--- src/rtl/avalon_pio_pkg.sv ---
// Shared types and constants for the Avalon PIO poller.
package avalon_pio_pkg;

    localparam int PIO_ADDR_W = 2;

    localparam logic [PIO_ADDR_W-1:0] PIO_DATA      = 2'd0;
    localparam logic [PIO_ADDR_W-1:0] PIO_DIRECTION = 2'd1;
    localparam logic [PIO_ADDR_W-1:0] PIO_IRQMASK   = 2'd2;
    localparam logic [PIO_ADDR_W-1:0] PIO_EDGECAP   = 2'd3;

    typedef enum logic [1:0] {
        IDLE = 2'd0,
        READ = 2'd1,
        WAIT = 2'd2,
        EVAL = 2'd3
    } poll_state_e;

endpackage

--- src/rtl/pio_debounce_bit.sv ---
// One-bit debouncer: tracks a candidate value and its run length, commits it
// to the stable level after DEBOUNCE_COUNT equal samples, pulses rise/fall.
module pio_debounce_bit #(
    parameter int DEBOUNCE_COUNT = 4
) (
    input  logic clk,
    input  logic reset_n,
    input  logic eval_i,
    input  logic sample_i,
    output logic level_o,
    output logic rise_o,
    output logic fall_o
);
    localparam int CW = $clog2(DEBOUNCE_COUNT + 1);
    localparam logic [CW-1:0] CNT_MAX = CW'(DEBOUNCE_COUNT);

    logic          cand_q, cand_d;
    logic [CW-1:0] cnt_q, cnt_d;
    logic          level_q, level_d;
    logic          rise_q, rise_d;
    logic          fall_q, fall_d;

    always_comb begin
        cand_d  = cand_q;
        cnt_d   = cnt_q;
        level_d = level_q;
        rise_d  = 1'b0;
        fall_d  = 1'b0;
        if (eval_i) begin
            if (sample_i == cand_q) begin
                cnt_d = (cnt_q == CNT_MAX) ? cnt_q : cnt_q + 1'b1;
            end else begin
                cand_d = sample_i;
                cnt_d  = CW'(1);
            end
            // Decision uses the post-update candidate and count.
            if (cnt_d == CNT_MAX && cand_d != level_q) begin
                level_d = cand_d;
                rise_d  = cand_d;
                fall_d  = ~cand_d;
            end
        end
    end

    always_ff @(posedge clk or negedge reset_n) begin
        if (!reset_n) begin
            cand_q  <= 1'b0;
            cnt_q   <= '0;
            level_q <= 1'b0;
            rise_q  <= 1'b0;
            fall_q  <= 1'b0;
        end else begin
            cand_q  <= cand_d;
            cnt_q   <= cnt_d;
            level_q <= level_d;
            rise_q  <= rise_d;
            fall_q  <= fall_d;
        end
    end

    assign level_o = level_q;
    assign rise_o  = rise_q;
    assign fall_o  = fall_q;

endmodule

--- src/rtl/avalon_pio_poller.sv ---
// Avalon-MM master that periodically reads a PIO data register, debounces
// each bit and raises a sticky rising-edge interrupt.
//
// state | meaning
// IDLE  | waiting for a pending poll request
// READ  | m_read asserted until the slave accepts
// WAIT  | counting read latency, captures m_readdata at the end
// EVAL  | one-cycle debounce update strobe
module avalon_pio_poller
    import avalon_pio_pkg::*;
#(
    parameter int WIDTH          = 1,
    parameter int POLL_PERIOD    = 50000,
    parameter int DEBOUNCE_COUNT = 4,
    parameter int READ_LATENCY   = 1,
    parameter int PIO_ADDR       = 0
) (
    input  logic                  clk,
    input  logic                  reset_n,
    input  logic                  enable,
    output logic [PIO_ADDR_W-1:0] m_address,
    output logic                  m_read,
    input  logic                  m_waitrequest,
    input  logic [WIDTH-1:0]      m_readdata,
    output logic [WIDTH-1:0]      level,
    output logic [WIDTH-1:0]      rise,
    output logic [WIDTH-1:0]      fall,
    input  logic [WIDTH-1:0]      clr,
    output logic                  irq
);
    localparam int TW = $clog2(POLL_PERIOD);
    localparam int LW = (READ_LATENCY > 1) ? $clog2(READ_LATENCY) : 1;
    localparam logic [TW-1:0] TIMER_RELOAD = TW'(POLL_PERIOD - 1);
    localparam logic [LW-1:0] LAT_RELOAD   = LW'(READ_LATENCY - 1);

    poll_state_e      state_q, state_d;
    logic [TW-1:0]    timer_q, timer_d;
    logic             pending_q, pending_d;
    logic [LW-1:0]    lat_q, lat_d;
    logic [WIDTH-1:0] sample_q, sample_d;
    logic [WIDTH-1:0] flags_q, flags_d;
    logic             irq_q;
    logic             timer_expire;

    assign timer_expire = enable && (timer_q == '0);

    always_comb begin
        timer_d = timer_q;
        if (enable) begin
            timer_d = timer_expire ? TIMER_RELOAD : timer_q - 1'b1;
        end
    end

    always_comb begin
        state_d   = state_q;
        pending_d = pending_q;
        lat_d     = lat_q;
        sample_d  = sample_q;
        case (state_q)
            IDLE: begin
                if (pending_q) begin
                    pending_d = 1'b0;
                    state_d   = READ;
                end
            end
            READ: begin
                if (!m_waitrequest) begin
                    lat_d   = LAT_RELOAD;
                    state_d = WAIT;
                end
            end
            WAIT: begin
                if (lat_q == '0) begin
                    sample_d = m_readdata;
                    state_d  = EVAL;
                end else begin
                    lat_d = lat_q - 1'b1;
                end
            end
            EVAL:    state_d = IDLE;
            default: state_d = IDLE;
        endcase
        // A fresh expiry always wins over the IDLE consume; at most one is held.
        if (timer_expire) pending_d = 1'b1;
    end

    always_ff @(posedge clk or negedge reset_n) begin
        if (!reset_n) begin
            state_q   <= IDLE;
            timer_q   <= TIMER_RELOAD;
            pending_q <= 1'b0;
            lat_q     <= '0;
            sample_q  <= '0;
            flags_q   <= '0;
            irq_q     <= 1'b0;
        end else begin
            state_q   <= state_d;
            timer_q   <= timer_d;
            pending_q <= pending_d;
            lat_q     <= lat_d;
            sample_q  <= sample_d;
            flags_q   <= flags_d;
            irq_q     <= |flags_q;
        end
    end

    assign flags_d   = (flags_q & ~clr) | rise;
    assign m_read    = (state_q == READ);
    assign m_address = PIO_ADDR_W'(PIO_ADDR);
    assign irq       = irq_q;

    for (genvar i = 0; i < WIDTH; i++) begin : g_bit
        pio_debounce_bit #(
            .DEBOUNCE_COUNT(DEBOUNCE_COUNT)
        ) u_bit (
            .clk     (clk),
            .reset_n (reset_n),
            .eval_i  (state_q == EVAL),
            .sample_i(sample_q[i]),
            .level_o (level[i]),
            .rise_o  (rise[i]),
            .fall_o  (fall[i])
        );
    end

endmodule

--- config.mk ---
export PLATFORM = sky130hd
export DESIGN_NAME = avalon_pio_poller
export DESIGN_NICKNAME = d
export VERILOG_FILES = /design/src/rtl/avalon_pio_pkg.sv /design/src/rtl/pio_debounce_bit.sv /design/src/rtl/avalon_pio_poller.sv
export SDC_FILE = /design/constraint.sdc
export NUM_CORES = 1
export LEC_CHECK = 0
export ABC_AREA = 1
export CORE_ASPECT_RATIO = 2
export CORE_MARGIN = 8
export CORE_UTILIZATION = 45
export DETAILED_ROUTE_END_ITERATION = 6
export HOLD_SLACK_MARGIN = 0.1
export PLACE_DENSITY_LB_ADDON = 0.3
export SLEW_MARGIN = 20
export SYNTH_ARGS = -nofsm -noshare
export SYNTH_HDL_FRONTEND = slang
export SYNTH_SLANG_ARGS = --single-unit
--- constraint.sdc ---
create_clock -name clk -period 1.4 [get_ports clk]
set_input_delay 0.21 -clock clk [delete_from_list [all_inputs] [get_ports clk]]
set_output_delay 0.21 -clock clk [all_outputs]
set_load 0.02 [all_outputs]
Yosys cells after proc, flatten, opt, wreduce, memory -nomap -nowiden
Index checks and enable logic that the tools add are counted.
{"block": "totals", "regBits": 30, "input_bits": 6}
{"block": "classes", "n_addsub": 3, "n_eq_ne": 10, "n_mux": 19, "bitwise": 5, "n_reduce_logical": 10}
{"op": "$logic_not 16->1", "count": 1}
{"op": "$mux 16", "count": 1}
{"op": "$sub 16x1->16 const B", "count": 1}
{"op": "$mux 1", "count": 10}
{"op": "$mux 3", "count": 3}
{"op": "$pmux 2 s4", "count": 1}
{"op": "$eq 3x3->1 const B", "count": 2}
{"op": "$mux 2", "count": 3}
{"op": "$ne 2x2->1 const B", "count": 3}
{"op": "$reduce_and 2->1", "count": 3}
{"op": "$eq 2x2->1 const B", "count": 2}
{"op": "$reduce_bool 2->1", "count": 2}
{"op": "$add 3x1->3 const B", "count": 1}
{"op": "$not 1->1", "count": 3}
{"op": "$reduce_and 3->1", "count": 1}
{"op": "$eq 2x1->1 const B", "count": 1}
{"op": "$logic_and 1x1->1", "count": 2}
{"op": "$logic_not 2->1", "count": 1}
{"op": "$pmux 1 s2", "count": 1}
{"op": "$and 1x1->1", "count": 1}
{"op": "$eq 1x1->1", "count": 1}
{"op": "$ne 1x1->1", "count": 1}
{"op": "$or 1x1->1", "count": 1}
{"op": "$sub 1x1->1 const B", "count": 1}

Longest topological paths before layout
Gate-level depths: netlist (run 1).
{"block": "logic_depth", "ltp_word": 8, "ltp_mapped": 9}

Hierarchy
Synthesis (run 1) repeated with hierarchy kept, for this count alone.
{"block": "hier_totals", "cells_unflattened": 225, "area_unflattened_um2": 1732.9}
{"module": "avalon_pio_poller", "instances": 1, "cells_each": 177, "area_per_inst_um2": 1348.8, "seq_area_each_um2": 561.8}
{"module": "pio_debounce_bit", "instances": 1, "cells_each": 48, "area_per_inst_um2": 384.1, "seq_area_each_um2": 175.2}

Worst setup path before layout (run 1)
No wires, ideal clock.
{"block": "synth_path", "path_kind": "register -> register", "from": "register timer_q[0]", "to": "register timer_q[10]", "setup_ps": 122, "arrival_time_ps": 1200, "required_time_ps": 1278, "setup_slack_ps": 78, "path_stages_with_launch": 9, "path_buffers": 0, "period_less_slack_ps": 1322, "cell_sequence": "dfstp_2 inv_1 ha_1 nand2_4 nor2_4 nand2_2 o21ai_1 nand2_1 nor2_1"}
{"block": "synth_between", "elab_chain_cells": 3, "elab_cells_between_ends": 4, "classes_between": "add/sub: 1; mux: 1; reduce/logical: 2"}
{"element": "start: declaration", "line": "avalon_pio_poller.sv:37", "text": "logic [TW-1:0] timer_q, timer_d;"}
{"element": "start signal: assignment", "line": "avalon_pio_poller.sv:98", "text": "timer_q <= timer_d;"}
{"element": "parallel branches: the longest is 2 deep, another holds $sub 16x1->16"}
{"element": "$mux 16 *", "line": "avalon_pio_poller.sv:50", "text": "timer_d = timer_expire ? TIMER_RELOAD : timer_q - 1'b1;"}
Mark *: on every way between the ends.
A chain may end at the register's enable or synchronous reset.

Final worst setup path (run 1)
{"block": "layout_path", "from": "register timer_q[0]", "to": "register timer_q[4]"}
The elaborated chain is that of the path after synthesis.

==> results.toml, run 1 <==
[final_layout]
nNetsFinal = 269
drive_gt1_share_pct = 31.10
finalNonFillerCells = 303
nFillCells = 323
regMostFlops = "timer_q"
reg_top3 = "timer_q (16), g_bit.u_bit.cnt_q (3), state_q (2)"
register_area_sq_um = 737.0
diodes = 0
multi_input_area_sq_um = 917.1
largest_reg_flops = 16
syn_to_final_growth_pct = 32.99

[sta]
setup_viol = 0
skew_ns = 0.007127
fmaxAchievable_mhz = 729.9
finalCritPeriodShare_pct = 97.86
slew_violations = 0
hold_slack_ns = 0.2789
min_period_ns = 1.370
hold_viol = 0
rsz0062_at_grt = "yes"

[clock_tree]
clkTransAtPathRegs_ns = 0.07
cts_sinks = 29
cts_tree = "done"
htree_levels = 2
clk_latency_ns = 0.28
ctsHoldBuffers = 0
cts-root-buf = "clkbuf_8"
cts_buffer_depth = 2
cts_buffers = 5

[yosys]
yosys_warnings = 0
postSynthAreaPerCell_sq_um = 7.962
synth_area_sq_um = 1688
syn-instance-count = 212
synth_seq_cells = 29
synth.distinct_cells = 30
seq_area_frac_synth_pct = 43.66

[placed_design]
place_hpwl_um = 2819
gp_congestion = 0.8479
io_buffer_count = 10
dp_cells = 289

[critical_path]
r2r_setup_slack_ns = 0.03
cp.arrival_ns = 1.57
slowest_delay_ns = 0.54
crit_chain = "inv_2 -> ha_4 -> nand2_4 -> nor2_4 -> buf_4 -> xnor2_1 -> a21oi_1"
cpMaxStageDelayCell = "dfstp_2"
worst-path-buf-inv = 2
crit_required_ns = 1.60
cp_top_family = "flip-flops"
endpoint_kind = "flop"
criticalPathCategory = "flop to flop"
path_max_fanout = 4
cp-start-kind = "flop"

[die]
die_h_um = 102.6
initial_utilization_pct = 46.79
rows = 31
die_w_um = 59.31
die_area_sq_um = 6085
core_area_sq_um = 3607
pin_count = 13

[drt]
wire_per_inst_um = 13.40
postRouteAntennaNets = 0
vias_per_cell = 4.871
drcViolationCount = 0
drt_wl_total_um = 4061
via_count = 1476
first_pass_iters = 4
drt_iter0_drc = 49

[power_and_ir_drop]
ir_drop_mv = 1.212
p_leak_nw = 1.164
pwr_density_cell_nw_per_um2 = 1777

[worst_hold_path]
hold_class = "primary input to asynchronous set/reset pin"

[outcome]
outcome = "finished clean"

[global_route]
grt_pass1_vias = 1519
grt_max_degree = 30
grt_pass1_wl_um = 6851
grtUsageTotal_pct = 14.81
antenna_found_initial = 0
grt-ovfl-total = 0

[job]
cap_violations = 0
## worst paths after layout
check,startpoint,end,cells after the start
setup reg to reg,timer_q[0],timer_q[4],7
hold / removal,reset_n,irq,2
hold reg to reg,flags_q,irq,0
setup / recovery,timer_q[0],timer_q[4],7
max in group asynchronous,reset_n,timer_q[6],2
min in group clk,flags_q,irq,0
## layout by cell type (no fill, tap or decap), drive strengths merged
master,n
nand4,2
a22o,1
nand3,21
mux2,1
or2,2
dfstp,9
clkinv,1
o21ai,9
ha,10
inv,33
buf,27
o22ai,1
xnor2,1
o21bai,1
conb,2
a21oi,6
nor3,2
dlygate4sd2,4
dlymetal6s2s,1
clkbuf,7
nand2,49
xor2,2
dfrtp,20
nor2,37
nand3b,1
clkdlybuf4s50,4
## where the power goes
part / switching [mW] / internal (mW) / total (mW)
clock network: 0.329 / 0.444 / 0.773
logic: 1.04 / 0.799 / 1.83
registers: 0.240 / 1.14 / 1.38
## worst register-to-register path: stages, from the launching register on
cell and delay (ns):
dfstp_2 0.54, inv_2 0.06, ha_4 0.16, nand2_4 0.08, nor2_4 0.06, buf_4 0.14
xnor2_1 0.11, a21oi_1 0.13
## stage by stage
step	util, %	TNS, ns	setup slack, ns	instance area, sq um	total power [mW]
finish	62.23	0	0.02997	2245	3.989
global route	62.23	-0.1537	-0.04117	2245	4.318
CTS	58.72	-0.003791	-0.003454	2118	3.748
detailed placement	55.15	-2.828	-0.2453	1989	2.900
global placement	55.15	-2.123	-0.2177	1989	2.870
floorplan	-	0	0.07786	1692	2.361
## synth_stat cells, drive strengths merged
cell type,n,area [sq um]
ha,10,125.1
xor2,2,17.52
nand4,2,12.51
a21oi,6,30.03
or2,2,12.52
inv,33,123.9
conb,1,3.750
o21ai,9,45.04
nor3,2,10.01
mux2,1,11.26
dfstp,9,236.5
nand3b,1,7.510
nand3,21,110.1
nor2,37,181.4
buf,4,33.78
o21bai,1,7.510
xnor2,1,8.760
o22ai,1,6.260
nand2,48,195.2
a22o,1,8.760
dfrtp,20,500.5
## what timing repair did
item	4_1_cts	5_1_grt
setup endpoints to repair	16	18
resized for setup	14	26
gates cloned	1	0
pin swaps	3	12
setup buffers	0	5
## final cells by class
cell class              instances  share of cell area, %
clock buffers                   7                  4.292
inverters                      33                  5.518
clock inverters                 1                 0.2230
well taps                      49                  2.731
multi-input cells             148                  40.86
flip-flops and latches         29                  32.83
repair buffers                 36                  13.55
## cell families (layout without fill, tap and decap cells)
logic type | Yosys count | in the layout | synth area share, %
other cells | 1 | 2 | 0.2222
compound gates | 18 | 18 | 5.782
flops | 29 | 29 | 43.66
simple gates | 113 | 114 | 31.36
mux | 1 | 1 | 0.6671
buf+inv | 37 | 77 | 9.340
fa+ha+maj | 10 | 10 | 7.413
xor+xnor | 3 | 3 | 1.557
## layer usage
layer | track usage, % | vias up | routed length, um | part of all wire (%)
met4 | 7.792 | 0 | 116 | 2.9
met5 | 0 | - | 0 | 0
met1 | 13.92 | 696 | 1385 | 34
met2 | 27.95 | 29 | 2427 | 60
met3 | 3.375 | 12 | 132 | 3.3
li1 | - | 739 | - | -
Power figures use the tool's default switching activity.
==> inputs of run 2 (changes only) <==
==> constraint.sdc (replaced) <==
create_clock -name clk -period 1.3 [get_ports clk]
set_input_delay 0.195 -clock clk [delete_from_list [all_inputs] [get_ports clk]]
set_output_delay 0.195 -clock clk [all_outputs]
set_load 0.02 [all_outputs]
==> results.toml, run 2 (synthesis results as in run 1) <==
[outcome]
outcome = "finished, violations left"
violations = "setup timing"

[global_route]
grt_pass1_wl_um = 6755
grt-ovfl-total = 0
grtUsageTotal_pct = 14.43
grt_max_degree = 30
antenna_found_initial = 0
grt_pass1_vias = 1562

[critical_path]
reg2reg_depth = 7
r2r-start = "timer_q[0]"
criticalPathCategory = "flop to flop"
path_max_fanout = 4
endpoint_kind = "flop"
cp-start-kind = "flop"
cpMaxStageDelayCell = "dfstp_2"
cp.arrival_ns = 1.52
timing.rr.end = "timer_q[4]"
worst-path-buf-inv = 2
r2r_setup_slack_ns = -0.02
crit_chain = "inv_4 -> ha_4 -> nand2_4 -> nor2_4 -> buf_6 -> xnor2_2 -> a21oi_2"
slowest_delay_ns = 0.55
crit_required_ns = 1.50
cp_top_family = "flip-flops"

[final_layout]
final_common_cell = "nand2_1"
reg_top3 = "timer_q (16), g_bit.u_bit.cnt_q (3), state_q (2)"
diodes = 0
layout_common_cells = "nand2_1, buf_4, inv_1"
regMostFlops = "timer_q"
fin_area_sq_um = 2405
largest_reg_flops = 16
drive_gt1_share_pct = 42.11
syn_to_final_growth_pct = 42.48
nNetsFinal = 281
nFillCells = 289

[drt]
postRouteAntennaNets = 0
vias_per_cell = 4.879
wire_per_inst_um = 13.24
first_pass_iters = 4
drt_iter0_drc = 31
via_count = 1537
drcViolationCount = 0
drt_wl_total_um = 4170

[placed_design]
place_ws_ns = -0.3308
gp_congestion = 0.8609
placed_cell_area_sq_um = 2044
place_hpwl_um = 2840
io_buffer_count = 10

[die]
pin_count = 13
initial_utilization_pct = 46.79
rows = 31
core_area_sq_um = 3607
die_area_sq_um = 6085
die_w_um = 59.31
die_h_um = 102.6

[power_and_ir_drop]
pwr_density_cell_nw_per_um2 = 1882
ir_drop_mv = 1.578
p_leak_nw = 1.196

[sta]
hold_slack_ns = 0.2718
finalCritPeriodShare_pct = 101.5
min_period_ns = 1.320
layout_setup_ws_ns = -0.01970
rsz0062_at_grt = "yes"
fmaxAchievable_mhz = 757.7
finalSetupTns_ns = -0.04205
skew_ns = 0.005433
slew_violations = 0
setup_viol = 4
hold_viol = 0

[clock_tree]
clk_latency_ns = 0.28
clkTransAtPathRegs_ns = 0.07
cts_buffer_depth = 2
cts-root-buf = "clkbuf_8"
cts_buffers = 5
htree_levels = 2
cts_tree = "done"
cts_sinks = 29

[worst_hold_path]
hold_class = "primary input to asynchronous set/reset pin"

[job]
cap_violations = 0
run 2: cell count changes in the layout (fill, tap and decap cells not counted), sizes merged:
cell,delta
buf,+12
clkbuf,-1
clkinv,+1
dlygate4sd2,+1
dlymetal6s2s,-1
run 2: worst reg2reg max path, delay by kind of cell, from the launching register on:
family | cells | cell delay, ns
AO/OA/AOI/OAI | 1 | 0.10
buffers and inverters | 2 | 0.18
XOR/XNOR | 1 | 0.13
flip-flops | 1 | 0.55
AND/OR/NAND/NOR | 2 | 0.14
adder cells (fa/ha/maj) | 1 | 0.16
run 2: area by class of cell:
cell class              instances  area [sq um]  area share (%)
multi-input cells             148         988.4           41.10
inverters                      33         126.4           5.255
well taps                      49         61.31           2.549
clock inverters                 2         10.01          0.4162
clock buffers                   6         72.57           3.018
flip-flops and latches         29         738.2           30.70
repair buffers                 48         407.9           16.96
run 2: power breakdown:
part,internal (mW),switching (mW),leakage (nW)
clock network,0.370,0.347,0.0450
logic,1.08,1.21,0.805
registers,1.23,0.286,0.346
total,2.68,1.84,1.20
run 2: repair_timing:
action,in CTS,in global routing
setup endpoints to repair,25,22
gates resized for setup,35,33
hold buffers,0,0
gates cloned,1,0
setup buffers,5,6
pin swaps,17,23
run 2: through the flow:
| stage | std cells | utilization (%) | total power [mW] |
|---|---|---|---|
| floorplan | 213 | - | 2.547 |
| detailed placement | 296 | 56.68 | 3.276 |
| finish | 315 | 66.67 | 4.526 |
| global route | 315 | 66.67 | 4.859 |
| CTS | 310 | 62.71 | 4.252 |
| global placement | 296 | 56.68 | 3.235 |
run 2: how the worst max path moves through the flow:
stage,cells after the start,slack (ns),start,to
2_1_floorplan,8,0.002,timer_q[0],timer_q[12]
5_1_grt,6,-0.11,timer_q[13],timer_q[10]
3_3_place_gp,8,-0.27,enable,timer_q[13]
3_5_place_dp,8,-0.33,enable,timer_q[13]
4_1_cts,8,-0.03,sample_q,g_bit[0].u_bit.level_o
6_report,7,-0.02,timer_q[0],timer_q[4]
run 2: per-layer routing:
metal / wire [um] / GRT usage [%] / up-vias
li1: - / - / 763
met1: 1469 / 13.29 / 735
met2: 2438 / 27.70 / 25
met3: 84 / 2.125 / 14
met4: 177 / 8.905 / 0
met5: 0 / 0 / -
==> inputs of run 3 (changes only) <==
--- a/config.mk
+++ b/config.mk
@@ -11,6 +11,7 @@
 export CORE_UTILIZATION = 45
 export DETAILED_ROUTE_END_ITERATION = 6
 export HOLD_SLACK_MARGIN = 0.1
+export MAX_ROUTING_LAYER = met4
 export PLACE_DENSITY_LB_ADDON = 0.3
 export SLEW_MARGIN = 20
 export SYNTH_ARGS = -nofsm -noshare
==> results.toml, run 3 (synthesis results as in run 1) <==
[final_layout]
diodes = 0
regMostFlops = "timer_q"
final_common_cell = "nand2_1"
drive_gt1_share_pct = 42.11
reg_top3 = "timer_q (16), g_bit.u_bit.cnt_q (3), state_q (2)"
nNetsFinal = 281
largest_reg_flops = 16
syn_to_final_growth_pct = 42.48
layout_common_cells = "nand2_1, buf_4, inv_1"

[power_and_ir_drop]
ir_drop_mv = 1.573
p_switching_mw = 1.841
p_clk_share_pct = 15.8
p_int_mw = 2.684
p_leak_nw = 1.196
sw_frac_of_total_pct = 40.68
pwr-share-comb_pct = 50.6
seqPwrFrac_pct = 33.5
finalPower_mw = 4.524
pwr_density_cell_nw_per_um2 = 1881

[critical_path]
crit_required_ns = 1.50
worst-path-buf-inv = 2
cp-start-kind = "flop"
criticalPathCategory = "flop to flop"
cpMaxStageDelayCell = "dfstp_2"
path_max_fanout = 4
slowest_delay_ns = 0.55
cp.arrival_ns = 1.52
cp_top_family = "flip-flops"
crit_chain = "inv_4 -> ha_4 -> nand2_4 -> nor2_4 -> buf_6 -> xnor2_2 -> a21oi_2"
endpoint_kind = "flop"

[die]
die_area_sq_um = 6085
die_h_um = 102.6
rows = 31
initial_utilization_pct = 46.79
pin_count = 13
die_w_um = 59.31
core_area_sq_um = 3607

[placed_design]
io_buffer_count = 10
place_hpwl_um = 2840
gp_congestion = 0.8746

[sta]
hold_viol = 0
rsz0062_at_grt = "yes"
hold_slack_ns = 0.2722
min_period_ns = 1.320
skew_ns = 0.005721
setup_viol = 4
slew_violations = 0
finalCritPeriodShare_pct = 101.6
layout_setup_ws_ns = -0.02046
fmaxAchievable_mhz = 757.3

[drt]
drcViolationCount = 0
vias_per_cell = 4.917
via_count = 1549
drt_iter0_drc = 21
postRouteAntennaNets = 0
wire_per_inst_um = 13.20
drt_wl_total_um = 4159
first_pass_iters = 4

[global_route]
grt_pass1_vias = 1567
grt-ovfl-total = 0
grt_pass1_wl_um = 6748
grtUsageTotal_pct = 14.82
grt_max_degree = 30
antenna_found_initial = 0

[clock_tree]
cts_sinks = 29
cts_buffers = 5
clkTransAtPathRegs_ns = 0.07
cts_buffer_depth = 2
clk_latency_ns = 0.28
ctsHoldBuffers = 0
cts_tree = "done"
htree_levels = 2
cts-root-buf = "clkbuf_8"

[outcome]
outcome = "finished, violations left"
violations = "setup timing"

[worst_hold_path]
hold_class = "primary input to asynchronous set/reset pin"

[job]
cap_violations = 0
run 3: cell counts in the layout (fill, tap and decap cells not counted):
Identical to the previous run, type by type.
run 3: per-stage QoR:
step	area (sq um)	TNS (ns)	util (%)	setup WS [ns]	std cells
2_1_floorplan	1694	0	-	0.002480	213
3_3_place_gp	2044	-3.879	56.68	-0.2654	296
4_1_cts	2262	-0.1090	62.71	-0.03077	310
3_5_place_dp	2044	-4.501	56.68	-0.3308	296
5_1_grt	2405	-0.9114	66.67	-0.1141	315
6_report	2405	-0.04784	66.67	-0.02046	315
run 3: routing by layer:
metal,GRT usage (%),routed length [um]
met1,13.07,1463
met2,27.95,2436
met3,2.125,82
met4,8.905,176
met5,-,0
run 3: layout make-up:
| class | count | area (sq um) |
|---|---|---|
| fillers | 289 | 1202 |
| multi-input cells | 148 | 988.4 |
| flip-flops and latches | 29 | 738.2 |
| repair buffers | 48 | 407.9 |
| inverters | 33 | 126.4 |
| clock buffers | 6 | 72.57 |
| well taps | 49 | 61.31 |
| clock inverters | 2 | 10.01 |
run 3: power groups by stage:
stage / Combinational [mW] / Sequential [mW] / Clock, mW
finish: 2.29 / 1.52 / 0.716
global route: 2.53 / 1.55 / 0.774
CTS: 2.05 / 1.47 / 0.735
detailed placement: 1.81 / 1.47 / 0
global placement: 1.78 / 1.46 / 0
floorplan: 1.10 / 1.44 / 0
run 3: timing repair:
item                       in CTS  in global routing
gates cloned                    1                  0
setup endpoints to repair      25                 22
resized for setup              35                 33
setup buffers                   5                  6
pin swaps                      17                 23
run 3: path summary, 6_finish.rpt:
path                       cells after the start                      to  startpoint  slack (ns)
max reg2reg                                    7              timer_q[4]  timer_q[0]       -0.02
min                                            2  g_bit[0].u_bit.level_o     reset_n        0.27
max                                            7              timer_q[4]  timer_q[0]       -0.02
min reg2reg                                    0                     irq     flags_q        0.39
max in group asynchronous                      2              timer_q[3]     reset_n        0.79
min in group clk                               0                     irq     flags_q        0.39
run 3: worst register-to-register path: cells and delay by family (launching register included):
family                     cells  cell delay (ns)
DFF                            1             0.55
buffers and inverters          2             0.18
adders and majority gates      1             0.16
and+or+nand+nor                2             0.14
xor gates and xnor gates       1             0.13
AOI/OAI and AO/OA              1             0.10
